[config.mk]
export PLATFORM = sky130hd
export DESIGN_NAME = mult_div_unit
export DESIGN_NICKNAME = d
export VERILOG_FILES = /design/src/rtl/mult_div_unit.sv
export SDC_FILE = /design/constraint.sdc
export NUM_CORES = 1
export LEC_CHECK = 0
export ABC_AREA = 1
export BUFFER_PORTS_ARGS = -buffer_cell sky130_fd_sc_hd__buf_2
export CAP_MARGIN = 20
export CELL_PAD_IN_SITES_DETAIL_PLACEMENT = 0
export CELL_PAD_IN_SITES_GLOBAL_PLACEMENT = 1
export CORE_ASPECT_RATIO = 1.1
export CORE_MARGIN = 1
export CORE_UTILIZATION = 30
export CTS_CLUSTER_DIAMETER = 80
export DETAILED_ROUTE_END_ITERATION = 6
export GPL_TIMING_DRIVEN = 0
export PLACE_DENSITY_LB_ADDON = 0.1
export SYNTH_ARGS = -nofsm -noshare
export SYNTH_HDL_FRONTEND = slang
export SYNTH_SLANG_ARGS = --single-unit
[constraint.sdc]
create_clock -name clk -period 6.1 [get_ports clk]
set_input_delay 0.915 -clock clk [delete_from_list [all_inputs] [get_ports clk]]
set_output_delay 0.915 -clock clk [all_outputs]
set_load 0.03 [all_outputs]
[src/rtl/mult_div_unit.sv]
// Multicycle signed multiply/divide unit: shift-add multiply and restoring divide, one bit per
// cycle, with the 64-bit result held in HI/LO and one-cycle done/divide-by-zero pulses.
module mult_div_unit #(
  parameter int unsigned DATA_W = 32,
  parameter int unsigned CNT_W  = 6
) (
  input  logic              clk,
  input  logic              reset,
  input  logic              MultCtrl,
  input  logic              DivCtrl,
  input  logic [DATA_W-1:0] A,
  input  logic [DATA_W-1:0] B,
  output logic              MultOut,
  output logic              DivOut,
  output logic              divZero,
  output logic [DATA_W-1:0] HI,
  output logic [DATA_W-1:0] LO
);

  typedef enum logic [2:0] {
    StIdle,
    StMultRun,
    StDivRun,
    StDone,
    StWaitRel
  } state_e;

  state_e              state_q;
  logic [CNT_W-1:0]    cnt_q;
  logic [2*DATA_W-1:0] acc_q;    // mult: {partial, multiplier}; div: {remainder, quotient}
  logic [DATA_W-1:0]   opnd_q;   // multiplicand or divisor magnitude
  logic                neg_lo_q;
  logic                neg_hi_q;

  logic [DATA_W-1:0]   mag_a;
  logic [DATA_W-1:0]   mag_b;
  logic [DATA_W:0]     mul_sum;
  logic [2*DATA_W-1:0] mul_next;
  logic [DATA_W:0]     div_trial;
  logic [DATA_W:0]     div_diff;
  logic [2*DATA_W-1:0] div_next;
  logic [2*DATA_W-1:0] mul_res;
  logic [DATA_W-1:0]   div_quo;
  logic [DATA_W-1:0]   div_rem;

  always_comb begin
    mag_a     = A[DATA_W-1] ? -A : A;
    mag_b     = B[DATA_W-1] ? -B : B;
    mul_sum   = {1'b0, acc_q[2*DATA_W-1:DATA_W]} + (acc_q[0] ? {1'b0, opnd_q} : '0);
    mul_next  = {mul_sum, acc_q[DATA_W-1:1]};
    div_trial = acc_q[2*DATA_W-1:DATA_W-1];
    div_diff  = div_trial - {1'b0, opnd_q};
    // Top bit of the difference is the borrow: set means the trial subtraction failed.
    if (!div_diff[DATA_W]) begin
      div_next = {div_diff[DATA_W-1:0], acc_q[DATA_W-2:0], 1'b1};
    end else begin
      div_next = {div_trial[DATA_W-1:0], acc_q[DATA_W-2:0], 1'b0};
    end
    mul_res = neg_lo_q ? -acc_q : acc_q;
    div_quo = neg_lo_q ? -acc_q[DATA_W-1:0] : acc_q[DATA_W-1:0];
    div_rem = neg_hi_q ? -acc_q[2*DATA_W-1:DATA_W] : acc_q[2*DATA_W-1:DATA_W];
  end

  always_ff @(posedge clk or negedge reset) begin
    if (!reset) begin
      state_q  <= StIdle;
      cnt_q    <= '0;
      acc_q    <= '0;
      opnd_q   <= '0;
      neg_lo_q <= 1'b0;
      neg_hi_q <= 1'b0;
      HI       <= '0;
      LO       <= '0;
      MultOut  <= 1'b0;
      DivOut   <= 1'b0;
      divZero  <= 1'b0;
    end else begin
      MultOut <= 1'b0;
      DivOut  <= 1'b0;
      divZero <= 1'b0;
      case (state_q)
        StIdle: begin
          if (MultCtrl) begin
            acc_q    <= {{DATA_W{1'b0}}, mag_b};
            opnd_q   <= mag_a;
            neg_lo_q <= A[DATA_W-1] ^ B[DATA_W-1];
            neg_hi_q <= A[DATA_W-1] ^ B[DATA_W-1];
            cnt_q    <= '0;
            state_q  <= StMultRun;
          end else if (DivCtrl) begin
            if (B != '0) begin
              acc_q    <= {{DATA_W{1'b0}}, mag_a};
              opnd_q   <= mag_b;
              neg_lo_q <= A[DATA_W-1] ^ B[DATA_W-1];
              neg_hi_q <= A[DATA_W-1];
              cnt_q    <= '0;
              state_q  <= StDivRun;
            end else begin
              divZero <= 1'b1;
              state_q <= StWaitRel;
            end
          end
        end
        StMultRun: begin
          if (cnt_q == CNT_W'(DATA_W)) begin
            HI      <= mul_res[2*DATA_W-1:DATA_W];
            LO      <= mul_res[DATA_W-1:0];
            MultOut <= 1'b1;
            state_q <= StDone;
          end else begin
            acc_q <= mul_next;
            cnt_q <= cnt_q + CNT_W'(1);
          end
        end
        StDivRun: begin
          if (cnt_q == CNT_W'(DATA_W)) begin
            HI      <= div_rem;
            LO      <= div_quo;
            DivOut  <= 1'b1;
            state_q <= StDone;
          end else begin
            acc_q <= div_next;
            cnt_q <= cnt_q + CNT_W'(1);
          end
        end
        StDone: state_q <= StWaitRel;
        StWaitRel: begin
          // Wait for both start levels to drop so a held level cannot retrigger.
          if (!MultCtrl && !DivCtrl) begin
            state_q <= StIdle;
          end
        end
        default: state_q <= StIdle;
      endcase
    end
  end

endmodule

==> results_dict.tcl, run 1 <==
set metrics [dict create \
    cts_root_buffer "clkbuf_16" \
    swShare_pct 61.3 \
    critical_path.slowest_cell "clkbuf_1" \
    postSynthCellCount 2977 \
    initial_core_util_pct 30.5 \
    die_area_um2 59400 \
    rows 92 \
    async_flop_share_pct 100 \
    synth-simple-area-share_pct 40.8 \
    grt_pass1_vias 19600 \
    cp.arrival_ns 4.22 \
    finalHoldViolations 0 \
    grt_antenna_before_repair 2 \
    power_leakage_nw 10.5 \
    period_minus_slack_ns 3.85 \
    syn_area_um2 17500 \
    synth_top_family_by_area "simple AND/OR/NAND/NOR gates" \
    power_frac_seq_pct 17.0 \
    cts_setup_buffers 0 \
    ios 135 \
    crit_path_max_fanout 10 \
    final_common_cell "nand2_1" \
    syn-num-nets 3117 \
    regToRegStartpoint "acc_q[0]" \
    dp_hpwl_mm 70.7 \
    numCtsBuffers 17 \
    synth.distinct_cells 47 \
    critical_path_required_ns 6.47 \
    hold_class "in2async" \
    holdBufCountCts 0 \
    path_class "reg2reg" \
    crit_end "acc_q[61]" \
    muxShareOfSynthArea_pct 0.0571 \
    cts.reportedPaths.clkPinSlew_ns 0.08 \
    p_int_mw 4.65 \
    cp_common_cell "nand2_1" \
    nets 3270 \
    worst_path_dominant_cell_family "simple AND/OR/NAND/NOR gates" \
    share_comb_of_total_power_pct 73.0 \
    cts_sinks 174 \
    die_w_um 232 \
    place_inst 3863 \
    area_growth_pct 12.9 \
    critPathBufInv 5 \
    ys.flop_type "dfrtp_1" \
    routed_via_density 5.19 \
    r2r_cells 21 \
    setup_viol 0 \
    crit_start "acc_q[0]" \
    grt_first_pass_wirelength_mm 125 \
    clk_latency_ns 0.48 \
    powerDensity_nw_per_um2 606 \
    setup_tns_ns 0 \
    cp_cell_sequence "clkbuf_1, clkbuf_1, nand2_1, inv_1, ha_1, inv_1, fa_1, inv_1, nand2_1, o21ai_0, nand3_1, nand2_1, nand2_1, nand2_1, nand2_1, nand2_1, nand2_1, nand3_1, nand2_1, nand2_1, nand2_1" \
    drtAntennaViolNets 0 \
    finalCritPeriodShare_pct 63.1 \
    dr.pass1.iters 5 \
    start_kind "flop" \
    port-buffer-count 133 \
    worstMarginPinSlew_ns 0.989 \
    synth_edf_count 0 \
    ir_worst_vdd_mv 0.293 \
    cts_tree "built" \
    ys_seq_area_share_pct 24.8 \
    rsz0062_at_grt "no" \
    drt-initial-drc-count 1785 \
    drive_gt1_share_pct 6.84 \
    clock.fmax_mhz 260 \
    slew_violations 0 \
    yosysWarnings 0 \
    status "finished, final reports clean" \
    routabilityCongestion 0.974 \
    crit_cells 21 \
    cts-resized-gates 0 \
    max_cap_violations 0 \
    synth_compound_area_share_pct 13.6 \
    final_util_pct 34.4 \
    routedWlPerCell_um 21.5 \
    synth.avg_cell_area_um2 5.89 \
    synth_seq_cells 174 \
    yosys.area_share.xor_xnor_pct 4.45 \
    vias 20200 \
    cts_buffer_depth 2 \
    drc 0 \
    final_cell_mix "nand2_1, inv_1, nand3_1" \
    die_h_um 256 \
    synth_adder_area_share_pct 5.23 \
    r2r-end "acc_q[61]" \
    clock_skew_ns 0.0120 \
    clkPwrFrac_pct 10.0 \
    grt_overflow 0 \
    grt.total_usage_pct 28.3 \
    end_kind "flop" \
    coreArea_um2 57600 \
    r2r_slack_ns 2.25 \
    final_cells 3897 \
    htreeDepth 4 \
    crit_path_max_incr_delay_ns 0.52 \
    power.switching_mw 7.35 \
    postLayoutCellArea_um2 19800 \
    totalWireLength_mm 83.9 \
    dpl_cell_area_um2 19200 \
    grt_max_degree 111 \
    slew_headroom_pct 34.0 \
]
## synth_stat cells (3+ instances only)
cell type | number | share of area (%)
nand2_1 | 970 | 21
inv_1 | 401 | 8.6
nand3_1 | 314 | 9.0
nor2_1 | 306 | 6.6
o21ai_0 | 193 | 5.5
dfrtp_1 | 174 | 25
a21oi_1 | 102 | 2.9
ha_1 | 70 | 5.0
xor2_1 | 64 | 3.2
clkbuf_1 | 62 | 1.3
nand4_1 | 49 | 1.7
nor3_1 | 40 | 1.1
o211ai_1 | 27 | 1.2
o22ai_1 | 26 | 0.93
xnor2_1 | 25 | 1.2
buf_2 | 23 | 0.66
a21boi_1 | 16 | 0.69
nand3b_1 | 11 | 0.47
or2_2 | 11 | 0.39
a31oi_1 | 9 | 0.32
a21boi_0 | 8 | 0.34
a22oi_1 | 8 | 0.34
o21a_1 | 8 | 0.34
o31ai_1 | 8 | 0.34
buf_1 | 6 | 0.13
inv_2 | 6 | 0.13
nor4_1 | 6 | 0.21
buf_4 | 4 | 0.17
o21bai_1 | 4 | 0.17
o21ai_1 | 3 | 0.086
o221ai_1 | 3 | 0.15
## worst min-delay path by stage
stage	end	slack, ns
6_report	LO[13]	0.36
5_1_grt	LO[17]	0.39
4_1_cts	LO[17]	0.38
3_5_place_dp	HI[28]	0.46
3_3_place_gp	HI[27]	0.46
2_1_floorplan	opnd_q[30]	0.47
## power by group through the flow
stage / Sequential [mW] / Clock, mW / Combinational [mW]
3_5_place_dp: 2.07 / 0 / 8.68
5_1_grt: 2.07 / 1.27 / 9.70
4_1_cts: 2.05 / 1.22 / 8.72
2_1_floorplan: 1.78 / 0 / 5.70
6_report: 2.04 / 1.20 / 8.76
3_3_place_gp: 2.07 / 0 / 8.67
## metrics by stage
step / total power [mW] / setup slack, ns / hold slack [ns]
2_1_floorplan: 7.48 / 3.34 / 0.471
3_3_place_gp: 10.7 / 1.13 / 0.460
3_5_place_dp: 10.7 / 2.29 / 0.460
4_1_cts: 12.0 / 2.28 / 0.377
5_1_grt: 13.0 / 1.81 / 0.394
6_report: 12.0 / 2.25 / 0.365
## sequential cells by signal, indices dropped and copies added (netlist names)
name	count
MultOut	1
state_q	3
LO	32
cnt_q	6
neg_hi_q	1
HI	32
acc_q	64
neg_lo_q	1
opnd_q	32
DivOut	1
divZero	1
## logic make-up after synthesis
group                      Yosys count
and+or+nand+nor                   1716
buffers and inverters              503
AOI/OAI and AO/OA                  422
DFF                                174
xor gates and xnor gates            89
adders and majority gates           72
muxes                                1
## area by class of cell
cell class              count  area, µm²
flip-flops and latches    174       4350
fillers                  6606      37800
diodes                      2       5.00
repair buffers            134        703
well taps                 752        941
multi-input cells        2300      11200
clock inverters            13        165
plain buffers              95        400
inverters                 408       1530
clock buffers              19        453
## worst reg2reg max path: cells and delay by family, from the launching register on
family,cells,cell delay [ns]
AO/OA/AOI/OAI,1,0.51
adder cells (fa/ha/maj),2,0.65
buffers and inverters,5,1.05
flip-flops,1,0.33
AND/OR/NAND/NOR,13,1.22
## metal layers
metal	wire length [µm]	global-route usage, %	share of wire [%]	vias to the layer above
li1	-	-	-	9907
met1	36700	37.1	44	9574
met2	39600	46.8	47	625
met3	4320	3.93	5.1	103
met4	3300	10.5	3.9	0
met5	0	0	0	-
(Power assumes the default switching activity.)
==> run 2, diff against run 1 <==
==> constraint.sdc (replaced) <==
create_clock -name clk -period 3.7 [get_ports clk]
set_input_delay 0.555 -clock clk [delete_from_list [all_inputs] [get_ports clk]]
set_output_delay 0.555 -clock clk [all_outputs]
set_load 0.03 [all_outputs]
==> run 2 against run 1 <==
Against the previous run:
- worst hold slack worse by 0.36 ns
- utilization about the same
- count of clock-buffer cells in the layout is the same
- critical endpoint is now acc_q[47]
- clock skew about the same
- flip-flop and latch count stayed put
- final cell count unchanged
- critical path depth fell by 3
- register-to-register slack worse by 2.0 ns
- via count down 0.14%
- total power up 65%
- clock power up 65%
==> results_dict.tcl, run 2 (synthesized netlist as in run 1, its figures left out) <==
set metrics [dict create \
    cts_buffer_depth 2 \
    drive_gt1_share_pct 6.97 \
    htreeDepth 4 \
    critical_path_required_ns 4.06 \
    holdBufCountCts 0 \
    dpl_cell_area_um2 19200 \
    die_h_um 256 \
    cts_root_buffer "clkbuf_16" \
    grt_first_pass_wirelength_mm 125 \
    dr.pass1.iters 6 \
    dp_slack_ns -0.106 \
    coreArea_um2 57600 \
    worstMarginPinSlew_ns 0.989 \
    routedWlPerCell_um 21.5 \
    vias 20200 \
    grt_overflow 0 \
    start_kind "flop" \
    area_growth_pct 13.0 \
    ir_worst_vdd_mv 0.482 \
    clock.fmax_mhz 290 \
    largest_reg_flops 64 \
    path_class "reg2reg" \
    regMostFlops "acc_q" \
    grt.total_usage_pct 28.3 \
    die_w_um 232 \
    finalHoldViolations 0 \
    initial_core_util_pct 30.5 \
    cts_tree "built" \
    drc 0 \
    seqCellArea_um2 4360 \
    final_cells 3897 \
    numCtsBuffers 17 \
    powerDensity_nw_per_um2 1000 \
    grt_max_degree 111 \
    cts_sinks 174 \
    crit_path_max_incr_delay_ns 0.44 \
    grt_antenna_before_repair 2 \
    slew_headroom_pct 34.1 \
    cts_setup_buffers 0 \
    drtAntennaViolNets 0 \
    slew_violations 0 \
    routabilityCongestion 0.974 \
    regToRegStartpoint "acc_q[31]" \
    setup_viol 0 \
    n_fill_cell 6609 \
    ios 135 \
    place_inst 3863 \
    multiInputGateArea_um2 11200 \
    r2r_cells 18 \
    dp_hpwl_mm 70.7 \
    rsz0062_at_grt "no" \
    rows 92 \
    r2r_slack_ns 0.26 \
    hold_class "in2async" \
    grt_pass1_vias 19600 \
    clock_skew_ns 0.0121 \
    hold_slack_ns 0.00580 \
    p_total_mw 19.8 \
    cts.reportedPaths.clkPinSlew_ns 0.08 \
    cp.arrival_ns 3.80 \
    die_area_um2 59400 \
    status "finished, final reports clean" \
    final_common_cell "nand2_1" \
    finalWorstSetupSlack_ns 0.255 \
    finalCritPeriodShare_pct 93.1 \
    cp_common_cell "nand2_1" \
    nets 3270 \
    power_leakage_nw 10.5 \
    routed_via_density 5.18 \
    totalWireLength_mm 83.9 \
    critical_path.slowest_cell "dfrtp_1" \
    clk_latency_ns 0.48 \
    crit_path_max_fanout 10 \
    r2r-end "acc_q[47]" \
    drt-initial-drc-count 1792 \
    cp_cell_sequence "inv_1, ha_1, fa_1, inv_1, nand2_1, nand2_1, nand3_1, nand2_1, nand2_1, nand2_1, nand2_1, nand2_1, nand2_1, nand2_2, buf_2, nand2_1, nand3_1, a21boi_0" \
    postLayoutCellArea_um2 19800 \
    critPathBufInv 3 \
    end_kind "flop" \
    final_cell_mix "nand2_1, inv_1, nand3_1" \
    max_cap_violations 0 \
    period_minus_slack_ns 3.44 \
    worst_path_dominant_cell_family "simple AND/OR/NAND/NOR gates" \
    port-buffer-count 133 \
]
==> run 2: cell count changes in the layout (fill, tap and decap cells not counted), sizes merged <==
cell    change
buf         -1
clkbuf      +1
==> run 2: worst max path at each step <==
stage	start	slack (ns)	to	cells after the start
finish	acc_q[31]	0.26	acc_q[47]	18
global placement	reset	-0.91	opnd_q[28]	1
CTS	acc_q[31]	0.09	acc_q[57]	20
global route	acc_q[0]	0.01	acc_q[63]	18
floorplan	acc_q[0]	0.94	acc_q[53]	21
detailed placement	acc_q[0]	-0.11	acc_q[61]	21
==> run 2: report_power, final <==
| part | leakage (nW) | total (mW) | internal [mW] | switching, mW |
|---|---|---|---|---|
| clock network | 0.303 | 1.98 | 1.01 | 0.975 |
| logic | 7.96 | 14.5 | 4.17 | 10.3 |
| registers | 2.26 | 3.37 | 2.50 | 0.865 |
| total | 10.5 | 19.8 | 7.68 | 12.1 |
==> run 2: worst reg2reg max path: stages, from the launching register on <==
cell and delay [ns]:
dfrtp_1 0.44, inv_1 0.12, ha_1 0.29, fa_1 0.39, inv_1 0.19, nand2_1 0.10
nand2_1 0.09, nand3_1 0.07, nand2_1 0.17, nand2_1 0.07, nand2_1 0.15, nand2_1 0.21
nand2_1 0.13, nand2_1 0.08, nand2_2 0.17, buf_2 0.26, nand2_1 0.18, nand3_1 0.12
a21boi_0 0.09
==> run 2: cell type report <==
| class | instances | share of cell area, % |
|---|---|---|
| multi-input cells | 2300 | 56.8 |
| flip-flops and latches | 174 | 22.0 |
| inverters | 408 | 7.73 |
| well taps | 752 | 4.75 |
| repair buffers | 134 | 3.55 |
| clock buffers | 19 | 2.29 |
| plain buffers | 95 | 2.04 |
| clock inverters | 13 | 0.834 |
| diodes | 2 | 0.0253 |
==> run 2: metrics by stage <==
stage | util (%) | setup TNS, ns
global placement | 33.2 | -152.69
finish | 34.4 | 0
detailed placement | 33.3 | -0.425
global route | 34.4 | 0
CTS | 34.4 | 0
floorplan | - | 0
==> run 2: routing by layer <==
layer	wire length [µm]	vias to the layer above	global-route usage [%]	part of all wire (%)
met1	36900	9566	37.1	44
met3	4180	98	3.93	5.0
li1	-	9905	-	-
met2	39500	611	46.8	47
met5	0	-	0	0
met4	3280	0	10.5	3.9
==> run 2: timing repair <==
item,CTS,global route
resized for setup,2,4
cloned,0,0
endpoints found under the setup margin,9,16
endpoints found under the hold margin,0,0
==> run 3, diff against run 2 <==
--- a/config.mk
+++ b/config.mk
@@ -9,13 +9,13 @@
 export BUFFER_PORTS_ARGS = -buffer_cell sky130_fd_sc_hd__buf_2
 export CAP_MARGIN = 20
 export CELL_PAD_IN_SITES_DETAIL_PLACEMENT = 0
-export CELL_PAD_IN_SITES_GLOBAL_PLACEMENT = 1
+export CELL_PAD_IN_SITES_GLOBAL_PLACEMENT = 2
 export CORE_ASPECT_RATIO = 1.1
 export CORE_MARGIN = 1
 export CORE_UTILIZATION = 30
 export CTS_CLUSTER_DIAMETER = 80
 export DETAILED_ROUTE_END_ITERATION = 6
-export GPL_TIMING_DRIVEN = 0
+export MAX_ROUTING_LAYER = met4
 export PLACE_DENSITY_LB_ADDON = 0.1
 export SYNTH_ARGS = -nofsm -noshare
 export SYNTH_HDL_FRONTEND = slang
==> run 3 against run 2 <==
Against the previous run:
- global-route usage up 0.50 points
- first-iteration DRC count down 15%
- utilization down 0.22 points
- worst setup slack worse by 0.060 ns
- design area down 0.65%
- clock power down 2%
- non-clock buffer count down 56
- clock skew up 0.0047 ns
- combinational power down 3%
- worst hold slack better by 0.078 ns
- sequential share of layout area up 0.14 points
- final cell count down 1.5%
- critical endpoint is now HI[24]
- largest cell class unchanged
- highest routed layer unchanged
==> results_dict.tcl, run 3 (synthesized netlist as in run 1, its figures left out) <==
set metrics [dict create \
    final_common_cell "nand2_1" \
    hold_slack_ns 0.0842 \
    setup_viol 0 \
    cts_buffer_depth 2 \
    max_cap_violations 0 \
    slew_violations 0 \
    totalWireLength_mm 82.9 \
    rsz0062_at_grt "no" \
    largest_reg_flops 64 \
    final_cell_mix "nand2_1, inv_1, nand3_1" \
    slew_headroom_pct 29.2 \
    period_minus_slack_ns 3.51 \
    initial_core_util_pct 30.5 \
    worstMarginPinSlew_ns 1.06 \
    die_area_um2 59400 \
    htreeDepth 4 \
    path_class "reg2reg" \
    dr.pass1.iters 5 \
    area_growth_pct 12.3 \
    ir_worst_vdd_mv 0.599 \
    dpl_cell_area_um2 19100 \
    grt_antenna_before_repair 1 \
    final_cells 3840 \
    routed_via_density 5.13 \
    clock_skew_ns 0.0168 \
    grt_pass1_vias 19000 \
    drive_gt1_share_pct 7.42 \
    die_h_um 256 \
    port-buffer-count 134 \
    regMostFlops "acc_q" \
    ios 135 \
    dp_hpwl_mm 68.4 \
    cts_root_buffer "clkbuf_16" \
    grt.total_usage_pct 28.8 \
    cts_sinks 174 \
    clk_latency_ns 0.50 \
    holdBufCountCts 0 \
    finalHoldViolations 0 \
    routedWlPerCell_um 21.6 \
    drt-initial-drc-count 1521 \
    grt_overflow 0 \
    grt_max_degree 92 \
    drtAntennaViolNets 0 \
    postLayoutCellArea_um2 19700 \
    end_kind "flop" \
    cts_tree "built" \
    routabilityCongestion 0.991 \
    grt_first_pass_wirelength_mm 123 \
    setup_tns_ns 0 \
    crit_path_max_fanout 5 \
    numCtsBuffers 17 \
    die_w_um 232 \
    critical_path_required_ns 4.14 \
    finalCritPeriodShare_pct 94.7 \
    status "finished, final reports clean" \
    nets 3214 \
    hold_class "in2async" \
    place_inst 3807 \
    cp.arrival_ns 3.95 \
    vias 19700 \
    rows 92 \
    final_util_pct 34.2 \
    clock.fmax_mhz 285 \
    drc 0 \
    power_leakage_nw 10.5 \
    coreArea_um2 57600 \
    cts.reportedPaths.clkPinSlew_ns 0.08 \
    start_kind "flop" \
    powerDensity_nw_per_um2 983 \
]
[run 3: changes by cell type in the layout (fill, tap and decap cells not counted), moves of 2 or more]
cell      before  now
clkinv_8       3    7
clkbuf_1      61    0
buf_4          4   38
buf_1          6    0
buf_2        154  133
clkinv_4       2    0
[run 3: area by class of cell]
type / instances / area [µm²]
antenna: 1 / 2.50
clock buffer: 17 / 425
clock inverter: 15 / 191
fill: 6633 / 37900
inverter: 408 / 1530
multi-input combinational: 2300 / 11200
sequential: 174 / 4350
tap: 752 / 941
timing repair buffer: 173 / 985
[run 3: worst paths after layout]
path / start / to / cells after the start / slack [ns]
worst max-delay path: acc_q[35] / HI[24] / 11 / 0.19
worst min-delay path: reset / acc_q[60] / 1 / 0.08
worst max register to register: acc_q[35] / HI[24] / 11 / 0.19
worst min register to register: HI[30] / HI[30] / 2 / 0.48
max in group asynchronous: reset / opnd_q[11] / 2 / 2.69
min in group clk: DivCtrl / divZero / 2 / 0.35
[run 3: repair_timing]
action                     in CTS  in global routing
resized for setup               0                  1
setup buffers                   0                  0
setup endpoints to repair       0                 20
[run 3: report_power, final]
group | internal, mW | leakage, nW | total (mW) | switching, mW
combinational | 4.13 | 7.94 | 14.0 | 9.87
clock | 0.919 | 0.295 | 1.94 | 1.02
sequential | 2.50 | 2.26 | 3.40 | 0.902
[run 3: critical path: stages, from the launching register on]
cell and delay, ns:
dfrtp_1 0.49, inv_1 0.28, nand2_1 0.15, nor2_1 0.26, nand2_1 0.24, nor3_1 0.67
nand4_1 0.19, o21ai_0 0.29, nand2_1 0.28, nand2_1 0.33, nand3_1 0.15, nand2_1 0.09
[run 3: stage by stage]
step                      setup slack (ns)  total power, mW
final                                0.195             19.3
after global routing                0.0652             21.1
after CTS                            0.261             19.3
after detailed placement             0.301             17.3
after global placement               0.165             17.4
after floorplan                      0.940             12.3
[run 3: layer usage]
metal  routed length (µm)  vias up  global-route usage, %
met2                39000      533                   46.4
met3                 3130       99                   2.76
met5                    0        -                      -
li1                     -     9802                      -
met4                 3580        0                   12.2
met1                37200     9262                   36.6
